`config.mk`:
```
export PLATFORM = sky130hd
export DESIGN_NAME = web1_wake_ctrl
export DESIGN_NICKNAME = d
export VERILOG_FILES = /design/src/rtl/web1_wake_pkg.sv /design/src/rtl/web1_wake_ctrl_edge_det.sv /design/src/rtl/web1_wake_ctrl.sv
export SDC_FILE = /design/constraint.sdc
export NUM_CORES = 1
export LEC_CHECK = 0
export CORE_MARGIN = 2
export CORE_UTILIZATION = 30
export CTS_BUF_LIST = sky130_fd_sc_hd__clkbuf_4
export DETAILED_ROUTE_END_ITERATION = 7
export GPL_TIMING_DRIVEN = 0
export PLACE_DENSITY = 0.69
export SLEW_MARGIN = 20
export SYNTH_ARGS = -nofsm -noshare
export SYNTH_HDL_FRONTEND = slang
export SYNTH_SLANG_ARGS = --single-unit
```
`constraint.sdc`:
```
create_clock -name clk -period 9.2 [get_ports clk]
set_input_delay 1.84 -clock clk [delete_from_list [all_inputs] [get_ports clk]]
set_output_delay 1.84 -clock clk [all_outputs]
set_load 0.005 [all_outputs]
```
`src/rtl/web1_wake_pkg.sv`:
```
// Shared types and constants for the web1 wake-event controller.
package web1_wake_pkg;

   typedef enum logic [1:0] {
      RUN   = 2'd0,
      SLEEP = 2'd1,
      WAKE  = 2'd2
   } state_t;

   typedef enum logic [1:0] {
      EDGE_OFF  = 2'b00,
      EDGE_RISE = 2'b01,
      EDGE_FALL = 2'b10,
      EDGE_BOTH = 2'b11
   } edge_mode_t;

   localparam int EVT_LOW_PWR  = 0;
   localparam int EVT_SUPPRESS = 1;
   localparam int EVT_WAKE_NOW = 2;
   localparam int EVT_EPU_EN   = 3;

   function automatic logic edge_hit(input edge_mode_t mode, input logic cur, input logic prev);
      logic hit;
      case (mode)
         EDGE_OFF:  hit = 1'b0;
         EDGE_RISE: hit = cur & ~prev;
         EDGE_FALL: hit = ~cur & prev;
         EDGE_BOTH: hit = cur ^ prev;
         default:   hit = 1'b0;
      endcase
      return hit;
   endfunction

endpackage

```
`src/rtl/web1_wake_ctrl_edge_det.sv`:
```
// Synchronizer plus selectable edge detector for one asynchronous control event.
// Detect output is registered: an input edge shows up SYNC_STAGES+1 clocks later.
module web1_edge_det
   import web1_wake_pkg::*;
#(
   parameter int SYNC_STAGES = 2
) (
   input  logic       clk,
   input  logic       rst,
   input  logic       i_async,
   input  edge_mode_t i_mode,
   output logic       o_det
);

   logic [SYNC_STAGES-1:0] r_sync;
   logic                   r_prev;
   logic                   r_det;
   logic                   w_sync;

   assign w_sync = r_sync[SYNC_STAGES-1];

   always_ff @(posedge clk or posedge rst) begin
      if (rst) begin
         r_sync <= '0;
         r_prev <= 1'b0;
         r_det  <= 1'b0;
      end else begin
         r_sync <= {r_sync[SYNC_STAGES-2:0], i_async};
         r_prev <= w_sync;
         r_det  <= edge_hit(i_mode, w_sync, r_prev);
      end
   end

   assign o_det = r_det;

endmodule

```
`src/rtl/web1_wake_ctrl.sv`:
```
// Wake-event controller: pin/event synchronization, status set strobes and sleep/wake FSM.
// Optional macro WEB1_WAKE_CAUSE_EN adds wake_cause / wake_cause_vld capture.
module web1_wake_ctrl
   import web1_wake_pkg::*;
#(
   parameter int NUM_WAKE    = 64,
   parameter int SYNC_STAGES = 2
) (
   input  logic                clk,
   input  logic                rst,
   input  logic [NUM_WAKE-1:0] wake_in,
   input  logic [3:0]          ctl_evt_in,
   input  logic [NUM_WAKE-1:0] enable_q,
   input  logic [NUM_WAKE-1:0] invert_q,
   input  logic [7:0]          edge_q,
   input  logic [3:0]          evt_q,
   output logic [3:0]          evt_d,
   output logic [3:0]          evt_enb,
   output logic                wake_req,
   input  logic                wake_ack,
   output logic                sleeping,
   output logic [NUM_WAKE-1:0] pending
`ifdef WEB1_WAKE_CAUSE_EN
   ,
   output logic [$clog2(NUM_WAKE)-1:0] wake_cause,
   output logic                        wake_cause_vld
`endif
);

   logic [NUM_WAKE-1:0] r_pin_sync [SYNC_STAGES];
   logic [NUM_WAKE-1:0] r_pending;
   logic [NUM_WAKE-1:0] w_pin_masked;
   logic [3:0]          w_det;
   state_t              r_state;
   state_t              w_state_nxt;
   logic                w_epu_off;
   logic                w_pin_wake;
   logic                w_unused_evt_q;

   for (genvar k = 0; k < 4; k++) begin : g_evt
      web1_edge_det #(.SYNC_STAGES(SYNC_STAGES)) u_edge_det (
         .clk     (clk),
         .rst     (rst),
         .i_async (ctl_evt_in[k]),
         .i_mode  (edge_mode_t'(edge_q[2*k +: 2])),
         .o_det   (w_det[k])
      );
   end

   // Status bits 0 and 2 are pure strobes here; their stored value plays no role.
   assign w_unused_evt_q = ^{evt_q[EVT_LOW_PWR], evt_q[EVT_WAKE_NOW]};

   always_ff @(posedge clk or posedge rst) begin
      if (rst) begin
         for (int s = 0; s < SYNC_STAGES; s++) begin
            r_pin_sync[s] <= '0;
         end
      end else begin
         r_pin_sync[0] <= wake_in;
         for (int s = 1; s < SYNC_STAGES; s++) begin
            r_pin_sync[s] <= r_pin_sync[s-1];
         end
      end
   end

   assign w_pin_masked = (r_pin_sync[SYNC_STAGES-1] ^ invert_q) & enable_q;
   assign w_epu_off    = ~evt_q[EVT_EPU_EN];
   assign w_pin_wake   = (|r_pending) & ~evt_q[EVT_SUPPRESS];

   always_ff @(posedge clk or posedge rst) begin
      if (rst) begin
         r_pending <= '0;
      end else if (w_epu_off || (r_state == WAKE && wake_ack)) begin
         r_pending <= '0;
      end else if (r_state == SLEEP) begin
         r_pending <= r_pending | w_pin_masked;
      end else begin
         r_pending <= r_pending;
      end
   end

   always_ff @(posedge clk or posedge rst) begin
      if (rst) begin
         r_state <= RUN;
      end else begin
         r_state <= w_state_nxt;
      end
   end

   // Dropping epu_enable forces RUN from any state and outranks every other cause.
   always_comb begin
      w_state_nxt = r_state;
      if (w_epu_off) begin
         w_state_nxt = RUN;
      end else begin
         case (r_state)
            RUN:     w_state_nxt = w_det[EVT_LOW_PWR] ? SLEEP : RUN;
            SLEEP:   w_state_nxt = (w_det[EVT_WAKE_NOW] || w_pin_wake) ? WAKE : SLEEP;
            WAKE:    w_state_nxt = wake_ack ? RUN : WAKE;
            default: w_state_nxt = RUN;
         endcase
      end
   end

   always_comb begin
      wake_req = 1'b0;
      sleeping = 1'b0;
      case (r_state)
         SLEEP:   sleeping = 1'b1;
         WAKE:    wake_req = 1'b1;
         default: begin
            wake_req = 1'b0;
            sleeping = 1'b0;
         end
      endcase
   end

   assign evt_enb = w_det;
   assign evt_d   = w_det;
   assign pending = r_pending;

`ifdef WEB1_WAKE_CAUSE_EN
   localparam int CW = $clog2(NUM_WAKE);

   logic [CW-1:0] w_low_idx;
   logic [CW-1:0] r_cause;
   logic          r_cause_vld;

   // Descending scan so the last hit written is the lowest set pending bit.
   always_comb begin
      w_low_idx = '0;
      for (int i = NUM_WAKE - 1; i >= 0; i--) begin
         if (r_pending[i]) begin
            w_low_idx = CW'(i);
         end else begin
            w_low_idx = w_low_idx;
         end
      end
   end

   always_ff @(posedge clk or posedge rst) begin
      if (rst) begin
         r_cause     <= '0;
         r_cause_vld <= 1'b0;
      end else if (r_state == SLEEP && w_state_nxt == WAKE) begin
         r_cause     <= w_pin_wake ? w_low_idx : '0;
         r_cause_vld <= w_pin_wake;
      end else begin
         r_cause     <= r_cause;
         r_cause_vld <= r_cause_vld;
      end
   end

   assign wake_cause     = r_cause;
   assign wake_cause_vld = r_cause_vld;
`endif

endmodule
```
After elaboration in Yosys (flattened, before gate mapping)

Cells that the tools add are included.

$add $sub $neg: 0
Multiply operators: 0
Div/mod/pow operators: 0
Order comparisons: 0
Equal/unequal tests: 14
Shifts and indexed selects: 0
Muxes and demuxes: 13
Bitwise operators: 26
Reduce and logical (&&, ||, !) cells: 10

Operators by type and width:

| cell                 | number |
|---|---|
| $mux W64             | 2 |
| $and A64 B64 Y64     | 1 |
| $or A64 B64 Y64      | 1 |
| $reduce_or A64 Y1    | 1 |
| $xor A64 B64 Y64     | 1 |
| $eq A2 B2 Y1 const B | 9 |
| $pmux W1 S4          | 4 |
| $eq A2 B1 Y1 const B | 5 |
| $logic_not A2 Y1     | 5 |
| $not A1 Y1           | 10 |
| $and A1 B1 Y1        | 9 |
| $mux W2              | 3 |
| $pmux W2 S3          | 1 |
| $xor A1 B1 Y1        | 4 |
| $mux W1              | 3 |
| $logic_or A1 B1 Y1   | 2 |
| $reduce_bool A2 Y1   | 1 |
| $logic_and A1 B1 Y1  | 1 |

Bits in registers: 210
Latch bits: 0
Bits in writable memories: 0
Memory bits (read-only): 0
Input port bits: 211
Output and inout port bits: 74
Word-level logic and storage cells: 79
Memories: 0

Logic depth before layout (Yosys ltp)

Gate-level depths: netlist of run 1.

Depth after elaboration: 6
Depth in mapped cells: 6
Depth with buffers taken out: 6

Modules after synthesis

From an unflattened synthesis of run 1, not the netlist that was laid out.

Cells, all modules: 496
Area total of the unflattened synthesis: 7044.3 um2

By module, submodules not included:

| module         | times used | cells each | area an instance (um2) | sequential area each (um2) |
|---|---|---|---|---|
| web1_wake_ctrl | 1          | 440        | 6393.6                 | 4854.7 |
| web1_edge_det  | 4          | 14         | 162.7                  | 100.1 |

Worst setup path after synthesis of run 1

Ideal clock, no wire load.

Path kind: reg2out
Start: register r_state[1]
End: output port sleeping
Arrival: 0.861 ns
Data required time: 7.360 ns
Path slack: 6.499 ns
Stages on the path, launching flop included: 3
Path buffers: 1
Cells stage by stage: dfrtp_1 and2b_1 clkbuf_1

Word-level cells in the longest chain between the ends: 2

Ends and longest elaborated chain:

| item                   | line                  | RTL |
|---|---|---|
| start, declared        | web1_wake_ctrl.sv:34  | `state_t r_state;` |
| start signal, assigned | web1_wake_ctrl.sv:86  | `r_state <= w_state_nxt;` |
| $eq A2 B1 Y1           | web1_wake_ctrl.sv:108 | `case (r_state)` |
| $mux W1                | web1_wake_ctrl.sv:108 |  |
| end, declared          | web1_wake_ctrl.sv:21  | `output logic sleeping,` |

Every way passes these cells.

Final worst setup path of run 1

Same ends and word-level chain as after synthesis.

==> flow_metrics.py, run 1 <==
metrics = {
    "status": {
        "status": "finished, final reports clean",
    },
    "worst_setup_path": {
        "timing.critical_path.slowest_stage_cell": "clkdlybuf4s50_1",
        "crit_fanout": 10,
        "worst-r2r-setup-slack_ps": 7380,
        "worst_r2r_path_depth": 4,
        "critPathLaunchType": "register",
        "r2r-end": "r_state[1]",
        "path_cells": "and2b_1, clkbuf_1, clkdlybuf4s50_1",
        "path_class": "register to output pin",
        "timing.rr.start": "pending[32]",
        "cp.arrival_ps": 2360,
        "cpPeakStageDelay_ps": 610,
        "cp-end-kind": "output pin",
        "worstPathRequired_ps": 7360,
    },
    "die": {
        "die_area_sq_um": 24800,
        "start_util": 0.303,
        "fp.dieW_microns": 157,
        "ios": 285,
        "num_rows": 56,
        "core_sq_um": 23300,
        "die_y_microns": 157,
    },
    "synth": {
        "synth_warnings": 0,
        "netlist_instances": 495,
        "muxShareOfSynthArea": 0.00426,
        "seq_area_frac_synth": 0.745,
        "synthSimpleGateAreaFrac": 0.0665,
        "synth.distinct_cells": 22,
        "synth_xor_area_frac": 0.0795,
        "avgSynthCellArea_sq_um": 14.2,
        "synthAdderAreaFrac": 0.0142,
        "synth.ff_latch_count": 210,
        "syn_area_sq_um": 7050,
        "synth_nets": 714,
        "synth_top_family_by_area": "XOR/XNOR gates",
        "synth_compound_area_frac": 0.0653,
    },
    "place": {
        "gp_congestion": 0.778,
        "post-place-ws_ps": 5660,
        "hpwl_microns": 14000,
        "io_buffers": 282,
    },
    "cts": {
        "cts_buffers": 57,
        "insertion_delay_ps": 660,
        "h-tree-depth": 2,
        "cts_tree": "built",
        "clock_sinks": 210,
        "hold_buffers": 0,
        "postCtsResizedCells": 0,
        "cts_setup_buffers": 0,
        "clockBufferDepth": 3,
        "path_clk_slew_ps": 60,
        "cts_root_buf": "clkbuf_4",
    },
    "timing": {
        "min_period_ps": 4200,
        "slew_violations": 0,
        "max_slew_margin": 0.512,
        "period_share": 0.457,
        "finalWorstSetupSlack_ps": 5000,
        "clock_skew_ps": 50.6,
        "setup_viol_count_final": 0,
        "tightest_slew_ps": 725,
        "fmax_mhz": 238,
        "final-hold-violation-count": 0,
        "rsz0062_at_grt": "no",
    },
    "job": {
        "maxCapViolations": 0,
    },
    "layout": {
        "drive_gt1_frac": 0.128,
        "utilization": 0.474,
        "fillers": 2155,
        "final_nets": 1057,
        "n_antenna_cell": 0,
        "syn_to_final_growth_pct": 56.5,
        "multi_input_area_sq_um": 1620,
        "seq_area_sq_um": 5260,
    },
    "drt": {
        "drt_iter0_markers": 187,
        "drcViolationCount": 0,
        "first_pass_iters": 4,
        "vias_per_cell": 4.29,
        "vias": 5152,
        "wirelength_microns": 19100,
        "routedWlPerCell_microns": 15.9,
        "ant_nets": 0,
    },
    "hold_path": {
        "min_path_cells": 0,
        "worst_hold_path_type": "register to register",
        "hold_path.startpoint": "g_evt[0].u_edge_det.r_sync[0]",
        "worstHoldEndpoint": "g_evt[0].u_edge_det.r_sync[1]",
    },
    "pwr": {
        "pwr_density_cell_nw_per_um2": 184,
        "p_leak_nw": 4.90,
        "peakVddDrop_mv": 0.0969,
    },
    "global_routing": {
        "grt_pass1_wl_microns": 28800,
        "overflow": 0,
        "grt_antenna_before_repair": 0,
        "grt_pass1_vias": 5408,
        "grt_max_degree": 85,
        "grt_usage": 0.153,
    },
}
[cell type report]
class                   count  share of cell area
plain buffers              21              0.0110
clock buffers              83              0.0565
clock inverters            19             0.00680
inverters                  15             0.00578
multi-input cells         249               0.147
flip-flops and latches    210               0.476
well taps                 319              0.0362
repair buffers            284               0.261
[Yosys cell counts]
cell type  instances  area share
nor4_2             5      0.0089
and2b_1            1      0.0011
dfrtp_1          210        0.75
o211ai_1           1      0.0011
buf_2             10      0.0071
a22o_1             1      0.0012
nand2_1           13      0.0069
nor2_1            65       0.035
clkbuf_1           3      0.0016
nand4_1            4      0.0035
buf_4              8      0.0085
a32o_1             1      0.0014
o21ai_0            4      0.0028
mux2i_1            3      0.0043
o31ai_1            1      0.0011
o22ai_1            1     0.00089
nor2b_1            1     0.00089
nor4_1            12       0.011
xor2_1            64       0.079
ha_1               8       0.014
inv_1             15      0.0080
a31oi_1           64       0.057
[power by group]
| part | switching [mW] | internal, mW | leakage, nW |
|---|---|---|---|
| logic | 0.101 | 0.146 | 1.88 |
| clock network | 0.374 | 0.412 | 0.421 |
| registers | 0.0245 | 0.969 | 2.60 |
[sequential cells by signal (all words and copies together) (netlist names)]
signal and flops:
g_evt.u_edge_det.r_prev 4, pending 64, r_state 2, g_evt.u_edge_det.o_det 4, g_evt.u_edge_det.r_sync 8, r_pin_sync 128
[worst max-delay path, delay by kind of cell, from the launching register on]
| family | cells | cell delay, ps |
|---|---|---|
| DFF | 1 | 390 |
| buffers and inverters | 2 | 1060 |
| and+or+nand+nor | 1 | 260 |
[worst max-delay path by stage]
stage                          start                         to  slack [ps]  cells after the start
final                     r_state[1]                   sleeping        5000                      3
after global routing      r_state[1]                   sleeping        4860                      3
after CTS                 r_state[1]                   sleeping        4920                      3
after detailed placement  r_state[1]                   sleeping        5660                      3
after global placement           rst             r_pin_sync[70]       -1200                      2
after floorplan                  rst  g_evt[0].u_edge_det.o_det        1620                      1
[cells in the final DEF, fill, tap and decap left out, types with 4 or more instances in the layout]
cell type	Yosys	layout
a31oi_1	64	64
buf_2	10	10
buf_4	8	8
clkbuf_4	0	83
clkdlybuf4s50_1	0	282
clkinv_1	0	15
dfrtp_1	210	210
ha_1	8	8
inv_1	15	14
nand2_1	13	13
nand4_1	4	4
nor2_1	65	65
nor4_1	12	12
nor4_2	5	5
o21ai_0	4	4
xor2_1	64	64
[stage by stage]
| stage | power, mW | hold slack [ps] | setup TNS, ps | instance area [sq um] | std cells |
|---|---|---|---|---|---|
| floorplan | 1.09 | 331 | 0 | 7050 | 495 |
| global placement | 1.26 | 331 | -248660 | 10300 | 1096 |
| detailed placement | 1.26 | 335 | 0 | 10300 | 1098 |
| CTS | 2.07 | 339 | 0 | 11000 | 1200 |
| global route | 2.15 | 343 | 0 | 11000 | 1200 |
| finish | 2.03 | 330 | 0 | 11000 | 1200 |
[metal layers]
layer	global-route usage	vias to the layer above	wire, microns
met5	0	-	0
met4	0.0658	0	539
met3	0.0589	46	1770
met2	0.247	231	9150
met1	0.184	2469	7640
li1	-	2406	-
[cell families (layout without fill, tap and decap cells)]
family	after synthesis	count (layout)
and+or+nand+nor	101	101
adders and majority gates	8	8
AOI/OAI and AO/OA	73	73
xor gates and xnor gates	64	64
muxes	3	3
buffers and inverters	36	422
DFF	210	210
Power figures use the tool's default switching activity.
==> run 2, diff against run 1 <==
--- a/config.mk
+++ b/config.mk
@@ -10,7 +10,7 @@
 export CTS_BUF_LIST = sky130_fd_sc_hd__clkbuf_4
 export DETAILED_ROUTE_END_ITERATION = 7
 export GPL_TIMING_DRIVEN = 0
-export PLACE_DENSITY = 0.69
+export PLACE_DENSITY = 0.71
 export SLEW_MARGIN = 20
 export SYNTH_ARGS = -nofsm -noshare
 export SYNTH_HDL_FRONTEND = slang
==> constraint.sdc (replaced) <==
create_clock -name clk -period 3.5 [get_ports clk]
set_input_delay 0.7 -clock clk [delete_from_list [all_inputs] [get_ports clk]]
set_output_delay 0.7 -clock clk [all_outputs]
set_load 0.005 [all_outputs]
==> run 2 against run 1 <==
Compared with the run above: utilization rose by 0.20 points; cell count did not move; sequential power rose to 2.6 times the previous value; via count fell by 0.72%; flip-flop and latch count did not move; non-clock buffer count rose by 4; combinational power rose to 2.7 times the previous value; critical endpoint unchanged; die area did not move; worst hold slack got worse by 2.3 ps; critical path depth did not move; clock power rose to 2.6 times the previous value; count of clock-buffer cells in the layout rose by 2.
==> flow_metrics.py, run 2 (same netlist as run 1, synthesis figures left out) <==
metrics = {
    "die": {
        "fp.dieW_microns": 157,
        "die_y_microns": 157,
        "ios": 285,
        "num_rows": 56,
        "die_area_sq_um": 24800,
        "core_sq_um": 23300,
        "start_util": 0.303,
    },
    "pwr": {
        "intPower_mw": 4.03,
        "p_leak_nw": 4.91,
        "comb_power_share": 0.124,
        "p_clk_frac": 0.385,
        "seqPwrFrac": 0.491,
        "peakVddDrop_mv": 0.252,
        "power_mw": 5.31,
        "p_sw_frac": 0.242,
        "pwr_density_cell_nw_per_um2": 480,
        "p_switching_mw": 1.29,
    },
    "cts": {
        "path_clk_slew_ps": 60,
        "cts_tree": "built",
        "h-tree-depth": 2,
        "insertion_delay_ps": 640,
        "clock_sinks": 210,
        "cts_root_buf": "clkbuf_4",
        "cts_setup_buffers": 0,
        "clockBufferDepth": 3,
        "cts_buffers": 56,
        "postCtsResizedCells": 0,
        "hold_buffers": 0,
    },
    "layout": {
        "fin_area_sq_um": 11100,
        "stdcell_count": 1200,
        "utilization": 0.476,
        "multi_input_area_sq_um": 1620,
        "drive_gt1_frac": 0.134,
        "regMostFlops": "r_pin_sync",
        "final_cell_mix": "clkdlybuf4s50_1 (282), dfrtp_1 (210), clkbuf_4 (85)",
        "final_nets": 1060,
        "largest_reg_flops": 128,
        "mostFrequentLayoutCell": "clkdlybuf4s50_1",
        "seq_area_sq_um": 5260,
        "syn_to_final_growth_pct": 57.1,
        "fillers": 2160,
    },
    "global_routing": {
        "grt_pass1_vias": 5413,
        "grt_usage": 0.156,
        "grt_pass1_wl_microns": 29100,
        "overflow": 0,
        "grt_antenna_before_repair": 4,
        "grt_max_degree": 36,
    },
    "worst_setup_path": {
        "path_class": "register to output pin",
        "cpPeakStageDelay_ps": 610,
        "worstPathRequired_ps": 2800,
        "timing.critical_path.slowest_stage_cell": "clkdlybuf4s50_1",
        "cp.arrival_ps": 2350,
        "path_cells": "and2b_1, clkbuf_1, clkdlybuf4s50_1",
        "cp-end-kind": "output pin",
        "crit_fanout": 10,
        "critPathLaunchType": "register",
        "critical-path-top-delay-family": "buffers and inverters",
        "crit_buf_inv": 2,
    },
    "timing": {
        "final-hold-violation-count": 0,
        "timing.hold.ws_ps": 327,
        "clock_skew_ps": 22.2,
        "tns_ps": 0,
        "setup_viol_count_final": 0,
        "max_slew_margin": 0.530,
        "min_period_ps": 3050,
        "fmax_mhz": 328,
        "finalWorstSetupSlack_ps": 447,
        "slew_violations": 0,
        "period_share": 0.872,
        "rsz0062_at_grt": "no",
        "tightest_slew_ps": 698,
    },
    "place": {
        "post-place-ws_ps": 1100,
        "dp_cells": 1102,
        "gp_congestion": 0.774,
        "placed_area_sq_um": 10400,
        "hpwl_microns": 14400,
        "io_buffers": 282,
    },
    "hold_path": {
        "worst_hold_path_type": "register to register",
    },
    "drt": {
        "vias": 5115,
        "first_pass_iters": 4,
        "drcViolationCount": 0,
        "wirelength_microns": 19500,
        "ant_nets": 0,
        "routedWlPerCell_microns": 16.2,
        "vias_per_cell": 4.26,
        "drt_iter0_markers": 145,
    },
    "status": {
        "status": "finished, final reports clean",
    },
    "job": {
        "maxCapViolations": 0,
    },
}
-- run 2: path summary, 6_finish.rpt --
path / from / endpoint / slack, ps / depth (start not counted)
worst max register to register: pending[61] / r_state[1] / 1680 / 4
worst min-delay path: r_pin_sync[90] / r_pin_sync[26] / 330 / 0
max in group asynchronous: rst / r_pin_sync[121] / 1960 / 5
min in group asynchronous: rst / r_pin_sync[35] / 500 / 2
worst max-delay path: r_state[1] / sleeping / 450 / 3
worst min register to register: r_pin_sync[90] / r_pin_sync[26] / 330 / 0
-- run 2: layout make-up --
type                    instances  share of cell area
diodes                          3            0.000677
plain buffers                  21              0.0110
clock buffers                  85              0.0576
clock inverters                10             0.00350
inverters                      15             0.00542
multi-input cells             249               0.146
flip-flops and latches        210               0.474
well taps                     319              0.0360
repair buffers                288               0.266
-- run 2: per-layer routing --
layer / up-vias / track usage / share of wire
li1: 2411 / - / -
met1: 2445 / 0.176 / 0.39
met3: 47 / 0.0636 / 0.095
met4: 0 / 0.0719 / 0.035
met5: - / 0 / 0
met2: 212 / 0.258 / 0.48
-- run 2: power groups by stage --
stage                     logic [mW]  clock network [mW]  registers [mW]
after floorplan                0.232                   0            2.64
after detailed placement       0.671                   0            2.66
after global routing           0.719                2.29            2.62
after CTS                      0.675                2.15            2.61
final                          0.658                2.04            2.61
after global placement         0.645                   0            2.66
